<file path="src/rtl/lcd_bus_ctrl_if.sv">
`default_nettype none
//------------------------------------------------------------------------------
// Module   : lcd_bus_ctrl_if
// Purpose  : Bundles the host write handshake and the HD44780 pin bus of
//            lcd_bus_ctrl.
// Ports    : start/cs/rs/nib/data  host -> controller write request
//            busy/done             controller -> host status
//            lcd_rs/lcd_rw/lcd_e/lcd_data  controller -> LCD pins
// Modports : master = host side (sequencer / testbench)
//            slave  = controller side (lcd_bus_ctrl)
// Revision : 1.0  initial release
//------------------------------------------------------------------------------
interface lcd_bus_ctrl_if;
   logic       start;
   logic       cs;
   logic       rs;
   logic       nib;
   logic [7:0] data;
   logic       busy;
   logic       done;
   logic       lcd_rs;
   logic       lcd_rw;
   logic       lcd_e;
   logic [7:0] lcd_data;

   modport master (
      output start, cs, rs, nib, data,
      input  busy, done, lcd_rs, lcd_rw, lcd_e, lcd_data
   );

   modport slave (
      input  start, cs, rs, nib, data,
      output busy, done, lcd_rs, lcd_rw, lcd_e, lcd_data
   );
endinterface
`default_nettype wire

</file>
<file path="src/rtl/lcd_bus_ctrl.sv">
`default_nettype none
//------------------------------------------------------------------------------
// Module   : lcd_bus_ctrl
// Purpose  : HD44780-style character-LCD write engine. Accepts one command or
//            data byte per start&cs handshake, drives the LCD pins in 8-bit or
//            4-bit (nibble) mode with parametrised setup / pulse / hold / gap
//            timing, then waits out the command execution time itself before
//            pulsing done.
// Ports    : clk    system clock
//            rst_n  asynchronous active-low reset
//            bus    lcd_bus_ctrl_if.slave (host handshake + LCD pins)
// Revision : 1.0  initial release
//------------------------------------------------------------------------------
module lcd_bus_ctrl #(
   parameter int BUS4        = 0,
   parameter int T_SETUP     = 3,
   parameter int T_PW        = 12,
   parameter int T_HOLD      = 1,
   parameter int T_GAP       = 25,
   parameter int T_EXEC      = 2000,
   parameter int T_EXEC_LONG = 82000,
   parameter int CNT_W       = 17
) (
   input  wire logic     clk,
   input  wire logic     rst_n,
   lcd_bus_ctrl_if.slave bus
);

   localparam bit c_BUS4 = (BUS4 != 0);

   // Counter reload values: each timed state lasts (load + 1) cycles.
   localparam logic [CNT_W-1:0] c_LD_SETUP     = CNT_W'(T_SETUP - 1);
   localparam logic [CNT_W-1:0] c_LD_PW        = CNT_W'(T_PW - 1);
   localparam logic [CNT_W-1:0] c_LD_HOLD      = CNT_W'(T_HOLD - 1);
   localparam logic [CNT_W-1:0] c_LD_GAP       = CNT_W'(T_GAP - 1);
   localparam logic [CNT_W-1:0] c_LD_EXEC      = CNT_W'(T_EXEC - 1);
   localparam logic [CNT_W-1:0] c_LD_EXEC_LONG = CNT_W'(T_EXEC_LONG - 1);

   typedef enum logic [2:0] {
      S_IDLE  = 3'd0,
      S_SETUP = 3'd1,
      S_EHIGH = 3'd2,
      S_HOLD  = 3'd3,
      S_GAP   = 3'd4,
      S_EXEC  = 3'd5,
      S_DONE  = 3'd6
   } state_t;

   state_t           r_state,    w_state_nxt;
   logic [CNT_W-1:0] r_cnt,      w_cnt_nxt;
   logic             r_rs,       w_rs_nxt;
   logic [7:0]       r_data,     w_data_nxt;
   logic             r_nib,      w_nib_nxt;
   logic             r_second,   w_second_nxt;
   logic             r_lcd_e,    w_lcd_e_nxt;
   logic [7:0]       r_lcd_data, w_lcd_data_nxt;
   logic             r_busy,     w_busy_nxt;
   logic             r_done,     w_done_nxt;

   logic             w_cnt_zero;
   logic             w_exec_long;

   assign w_cnt_zero  = (r_cnt == '0);
   // Clear (0x01) and home (0x02/0x03) need the long wait; a lone nibble
   // never forms one of those commands, so it always gets the short wait.
   assign w_exec_long = !r_rs && (r_data[7:2] == 6'd0) && !r_nib;

   always_comb begin
      w_state_nxt    = r_state;
      w_cnt_nxt      = w_cnt_zero ? r_cnt : r_cnt - 1'b1;
      w_rs_nxt       = r_rs;
      w_data_nxt     = r_data;
      w_nib_nxt      = r_nib;
      w_second_nxt   = r_second;
      w_lcd_e_nxt    = 1'b0;
      w_lcd_data_nxt = r_lcd_data;

      case (r_state)
         S_IDLE: begin
            if (bus.start && bus.cs) begin
               w_rs_nxt       = bus.rs;
               w_data_nxt     = bus.data;
               w_nib_nxt      = c_BUS4 & bus.nib;
               w_second_nxt   = 1'b0;
               w_lcd_data_nxt = c_BUS4 ? {bus.data[7:4], 4'h0} : bus.data;
               w_state_nxt    = S_SETUP;
               w_cnt_nxt      = c_LD_SETUP;
            end
         end
         S_SETUP: begin
            if (w_cnt_zero) begin
               w_state_nxt = S_EHIGH;
               w_cnt_nxt   = c_LD_PW;
               w_lcd_e_nxt = 1'b1;
            end
         end
         S_EHIGH: begin
            if (w_cnt_zero) begin
               w_state_nxt = S_HOLD;
               w_cnt_nxt   = c_LD_HOLD;
            end else begin
               w_lcd_e_nxt = 1'b1;
            end
         end
         S_HOLD: begin
            if (w_cnt_zero) begin
               if (c_BUS4 && !r_second && !r_nib) begin
                  // Bus only moves once the hold time after E fell is over.
                  w_state_nxt    = S_GAP;
                  w_cnt_nxt      = c_LD_GAP;
                  w_second_nxt   = 1'b1;
                  w_lcd_data_nxt = {r_data[3:0], 4'h0};
               end else begin
                  w_state_nxt = S_EXEC;
                  w_cnt_nxt   = w_exec_long ? c_LD_EXEC_LONG : c_LD_EXEC;
               end
            end
         end
         S_GAP: begin
            if (w_cnt_zero) begin
               w_state_nxt = S_SETUP;
               w_cnt_nxt   = c_LD_SETUP;
            end
         end
         S_EXEC: begin
            if (w_cnt_zero) begin
               w_state_nxt = S_DONE;
            end
         end
         S_DONE: begin
            w_state_nxt = S_IDLE;
         end
         default: begin
            w_state_nxt = S_IDLE;
            w_cnt_nxt   = '0;
         end
      endcase

      // Status flags are registered from the next state so they line up
      // with the state they describe.
      w_busy_nxt = (w_state_nxt != S_IDLE);
      w_done_nxt = (w_state_nxt == S_DONE);
   end

   always_ff @(posedge clk or negedge rst_n) begin
      if (!rst_n) begin
         r_state    <= S_IDLE;
         r_cnt      <= '0;
         r_rs       <= 1'b0;
         r_data     <= 8'h00;
         r_nib      <= 1'b0;
         r_second   <= 1'b0;
         r_lcd_e    <= 1'b0;
         r_lcd_data <= 8'h00;
         r_busy     <= 1'b0;
         r_done     <= 1'b0;
      end else begin
         r_state    <= w_state_nxt;
         r_cnt      <= w_cnt_nxt;
         r_rs       <= w_rs_nxt;
         r_data     <= w_data_nxt;
         r_nib      <= w_nib_nxt;
         r_second   <= w_second_nxt;
         r_lcd_e    <= w_lcd_e_nxt;
         r_lcd_data <= w_lcd_data_nxt;
         r_busy     <= w_busy_nxt;
         r_done     <= w_done_nxt;
      end
   end

   assign bus.busy     = r_busy;
   assign bus.done     = r_done;
   assign bus.lcd_rs   = r_rs;
   assign bus.lcd_rw   = 1'b0;
   assign bus.lcd_e    = r_lcd_e;
   assign bus.lcd_data = r_lcd_data;

endmodule
`default_nettype wire

</file>
<file path="src/flat_wrapper.sv">
// flat-port wrapper written by rule: the top's interface ports become plain ports
module lcd_bus_ctrl_flat 
#(
   parameter int BUS4        = 0,
   parameter int T_SETUP     = 3,
   parameter int T_PW        = 12,
   parameter int T_HOLD      = 1,
   parameter int T_GAP       = 25,
   parameter int T_EXEC      = 2000,
   parameter int T_EXEC_LONG = 82000,
   parameter int CNT_W       = 17
)
  (clk, rst_n, bus_start, bus_cs, bus_rs, bus_nib, bus_data, bus_busy, bus_done, bus_lcd_rs, bus_lcd_rw, bus_lcd_e, bus_lcd_data);
  lcd_bus_ctrl_if bus_i ();
  input  wire logic clk;
  input  wire logic rst_n;
  input wire logic [$bits(bus_i.start)-1:0] bus_start;
  input wire logic [$bits(bus_i.cs)-1:0] bus_cs;
  input wire logic [$bits(bus_i.rs)-1:0] bus_rs;
  input wire logic [$bits(bus_i.nib)-1:0] bus_nib;
  input wire logic [$bits(bus_i.data)-1:0] bus_data;
  output wire logic [$bits(bus_i.busy)-1:0] bus_busy;
  output wire logic [$bits(bus_i.done)-1:0] bus_done;
  output wire logic [$bits(bus_i.lcd_rs)-1:0] bus_lcd_rs;
  output wire logic [$bits(bus_i.lcd_rw)-1:0] bus_lcd_rw;
  output wire logic [$bits(bus_i.lcd_e)-1:0] bus_lcd_e;
  output wire logic [$bits(bus_i.lcd_data)-1:0] bus_lcd_data;
  assign bus_i.start = bus_start;
  assign bus_i.cs = bus_cs;
  assign bus_i.rs = bus_rs;
  assign bus_i.nib = bus_nib;
  assign bus_i.data = bus_data;
  assign bus_busy = bus_i.busy;
  assign bus_done = bus_i.done;
  assign bus_lcd_rs = bus_i.lcd_rs;
  assign bus_lcd_rw = bus_i.lcd_rw;
  assign bus_lcd_e = bus_i.lcd_e;
  assign bus_lcd_data = bus_i.lcd_data;
  lcd_bus_ctrl #(.BUS4(BUS4), .T_SETUP(T_SETUP), .T_PW(T_PW), .T_HOLD(T_HOLD), .T_GAP(T_GAP), .T_EXEC(T_EXEC), .T_EXEC_LONG(T_EXEC_LONG), .CNT_W(CNT_W)) u_core (.clk(clk), .rst_n(rst_n), .bus(bus_i));
endmodule
</file>
<file path="config.mk">
export PLATFORM = sky130hd
export DESIGN_NAME = lcd_bus_ctrl_flat
export DESIGN_NICKNAME = d
export VERILOG_FILES = /design/src/rtl/lcd_bus_ctrl_if.sv /design/src/rtl/lcd_bus_ctrl.sv /design/src/flat_wrapper.sv
export SDC_FILE = /design/constraint.sdc
export NUM_CORES = 1
export LEC_CHECK = 0
export BUFFER_PORTS_ARGS = -buffer_cell sky130_fd_sc_hd__buf_2
export CAP_MARGIN = 20
export CORE_ASPECT_RATIO = 1.5
export CORE_MARGIN = 2
export CORE_UTILIZATION = 46
export CTS_CLUSTER_DIAMETER = 100
export DETAILED_ROUTE_END_ITERATION = 12
export PLACE_DENSITY_LB_ADDON = 0.12
export SLEW_MARGIN = 20
export SYNTH_ARGS = -nofsm -noshare
export SYNTH_HDL_FRONTEND = slang
export SYNTH_SLANG_ARGS = --single-unit
</file>
<file path="constraint.sdc">
create_clock -name clk -period 3.1 [get_ports clk]
set_input_delay 0 -clock clk [delete_from_list [all_inputs] [get_ports clk]]
set_output_delay 0 -clock clk [all_outputs]
set_load 0.01 [all_outputs]
</file>
==> flow_summary_export.csv <==
group,metric,value,unit
outcome,status,"complete, no violations",
place,hpwl,2.53,mm
synthesis,synth.distinct_cells,49,
clocking,cts_root_buf,"clkbuf_8",
drt,drt-initial-drc-count,25,
drt,drt_wl_total,3.70,mm
critical_path,cp-end-kind,"flip-flop",
clocking,clk_latency,280,ps
grt,grt.overflow.total,0,
finish,syn2layout_area_growth,18.9,%
drt,via_per_inst,5.50,
grt,grt_start_max_net_pins,33,
floorplan,dieArea,0.00431,mm^2
sta,max_freq,0.428,GHz
synthesis,synth_area_leaders,"dfrtp_1 (46%), xor2_1 (6.0%), mux2_2 (5.8%)",
synthesis,synth_top_area_share,45.9,%
grt,antenna_found_initial,0,
clocking,postCtsSetupBuffers,0,
place,routabilityCongestion,0.782,
clocking,cts_buffers,5,
pwr,comb_power_share,33.2,%
sta,finalSetupViolCount,0,
critical_path,slowest_delay,400,ps
clocking,cts_tree,"done",
critical_path,required,3260,ps
sta,period_minus_slack,2340,ps
synthesis,syn_inst,170,
drt,dr.pass1.iters,4,
grt,grt_pass1_wl,6.35,mm
hold_path,hold_path_class,"primary input to flip-flop",
sta,worstMarginPinSlew,702,ps
synthesis,synth_common_cells,"dfrtp_1 (32), nor2_1 (18), xor2_1 (12)",
synthesis,synth_seq_cells,32,
pwr,p_switching,0.596,mW
sta,fin_ws,763,ps
clocking,clk_path_buf_depth,2,
floorplan,core_area,0.00365,mm^2
sta,setup_tns,0,ps
floorplan,die_y,79.4,um
synthesis,synth_ff_type,"dfrtp_1",
pwr,pwr-share-clk,20.0,%
sta,rsz0062_at_grt,"false",
floorplan,die_x,54.3,um
critical_path,timing.rr.start,"u_core.r_cnt[0]$_DFF_PN0_",
drt,drcViolationCount,0,
clocking,cts_max_level,2,
pwr,netSwitchingFraction,36.1,%
critical_path,crit_type,"flip-flop to flip-flop",
pwr,ir_worst_vdd,0.497,mV
critical_path,crit_fanout,18,
clocking,cts_hold_buf,10,
synthesis,synth_edf_count,0,
floorplan,start_util,47.8,%
grt,grt_usage,20.4,%
synthesis,ys_async_sr_fraction,100,%
place,place_ws,794,ps
critical_path,path_common_cell,"ha_1",
synthesis,synth_area_per_cell,10.3,um^2
synthesis,syn_nets,188,
floorplan,ios,27,
finish,fin_cells,248,
sta,fin_skew,4.99,ps
clocking,ctsResizeCount,0,
finish,num-nets-final,222,
pwr,power_frac_seq,46.8,%
critical_path,cpMaxStageDelayCell,"dfrtp_1",
sta,hold_viol,0,
pwr,power.leakage,0.906,nW
sta,max_slew_margin,53.2,%
drt,drt-wirelength-per-cell,14.9,um
critical_path,crit_path_start_kind,"flip-flop",
place,port_buffers,24,
sta,finalCritPeriodShare,75.4,%
finish,drive_gt1_share,24.4,%
sta,hold-worst-slack,70.4,ps
critical_path,crit_end,"u_core.r_cnt[0]$_DFF_PN0_",
sta,slew_viol_final,0,
pwr,p_int,1.05,mW
synthesis,syn-cell-area,0.00175,mm^2
clocking,path_clk_slew,70,ps
finish,antenna_cells,0,
critical_path,r2r_end,"u_core.r_cnt[0]$_DFF_PN0_",
critical_path,reg2reg_depth,8,
synthesis,ys_seq_area_share,45.9,%
pwr,p_per_area,794,mW/mm^2
place,dp.cells,230,
critical_path,r2r_slack,760,ps
critical_path,crit_arrival,2500,ps
synthesis,synth.most_common_cell,"dfrtp_1",
floorplan,rows,27,
drt,ant_nets,0,
critical_path,cp_cell_sequence,"inv_1 -> ha_1 -> nor4b_1 -> and4_1 -> clkinv_4 -> ha_1 -> a221oi_1 -> or3_1",
drt,vias,1364,
grt,first_global_vias,1366,
clocking,clock-sinks,32,
synthesis,yosys.area.top_type,"dfrtp_1",
synthesis,yosysWarnings,0,
critical_path,critPathLaunch,"u_core.r_cnt[0]$_DFF_PN0_",
flow_run,cap_violations,0,
-- worst max-delay path, delay by kind of cell, from the launching register on --
| family | cells | cell delay [ps] |
|---|---|---|
| adder cells (fa/ha/maj) | 2 | 470 |
| flip-flops | 1 | 400 |
| AND/OR/NAND/NOR | 3 | 1050 |
| AO/OA/AOI/OAI | 1 | 40 |
| buffers and inverters | 2 | 260 |
-- final cells by class --
type | count | area [um^2]
fillers | 334 | 1570
multi-input cells | 126 | 880
flip-flops and latches | 32 | 801
repair buffers | 36 | 235
clock buffers | 8 | 90.1
well taps | 43 | 53.8
inverters | 3 | 16.3
-- worst min-delay path by stage --
stage / startpoint / end / slack (ps) / cells past startpoint
2_1_floorplan: rst_n / u_core.bus.busy$_DFF_PN0_ / -300 / 0
3_3_place_gp: rst_n / u_core.r_cnt[11]$_DFF_PN0_ / 90 / 1
3_5_place_dp: rst_n / u_core.r_cnt[10]$_DFF_PN0_ / 100 / 1
4_1_cts: bus_cs / u_core.r_cnt[1]$_DFF_PN0_ / 50 / 3
5_1_grt: bus_cs / u_core.r_cnt[1]$_DFF_PN0_ / 140 / 3
6_report: bus_cs / u_core.r_cnt[1]$_DFF_PN0_ / 70 / 3
-- per-layer routing --
metal / GRT usage (%) / share of wire (%) / wire, um
met1: 25.1 / 41 / 1520
met2: 33.0 / 54 / 2000
met3: 5.43 / 3.1 / 116
met4: 8.25 / 1.6 / 59
met5: 0 / 0 / 0
-- flip-flops by register name, summed over array words and instances (netlist names) --
| signal | cells |
|---|---|
| u_core.bus.lcd_rs | 1 |
| u_core.r_cnt | 17 |
| u_core.r_data | 8 |
| u_core.bus.done | 1 |
| u_core.r_state | 3 |
| u_core.bus.lcd_e | 1 |
| u_core.bus.busy | 1 |
-- stage by stage --
| step | util, % | instance area, um^2 | total power [mW] |
|---|---|---|---|
| 3_5_place_dp | 51.7 | 1890 | 1.32 |
| 4_1_cts | 56.9 | 2080 | 1.66 |
| 2_1_floorplan | - | 1750 | 1.14 |
| 6_report | 56.9 | 2080 | 1.65 |
| 5_1_grt | 56.9 | 2080 | 1.77 |
| 3_3_place_gp | 51.7 | 1890 | 1.29 |
-- cell usage in the layout, fill, tap and decap left out, types with 4 or more instances in the layout --
cell type and count:
a21oi_1 9, buf_2 24, clkbuf_8 6, dfrtp_1 32, dlygate4sd3_1 10, ha_1 4
mux2_2 9, nand2_1 11, nand2b_1 4, nand3_1 4, nor2_1 18, nor4_1 4
or3_1 4, xor2_1 12
-- kinds of logic (layout without fill, tap and decap cells) --
kind of cell               Yosys count  in the layout  synth area share, %
AOI/OAI and AO/OA                   27             27                 10.4
DFF                                 32             32                 45.9
and+or+nand+nor                     68             68                 22.1
other                                1              1                0.215
adders and majority gates            4              4                 2.87
buffers and inverters               12             47                 4.09
xor gates and xnor gates            15             15                 7.53
muxes                               11             11                 6.95
-- power by group through the flow --
stage               combinational, mW  clock (mW)  sequential, mW
CTS                             0.551       0.339           0.772
floorplan                       0.386           0           0.753
global route                    0.612       0.362           0.798
detailed placement              0.537           0           0.780
global placement                0.526           0           0.765
finish                          0.547       0.330           0.771
(Power assumes the default switching activity.)
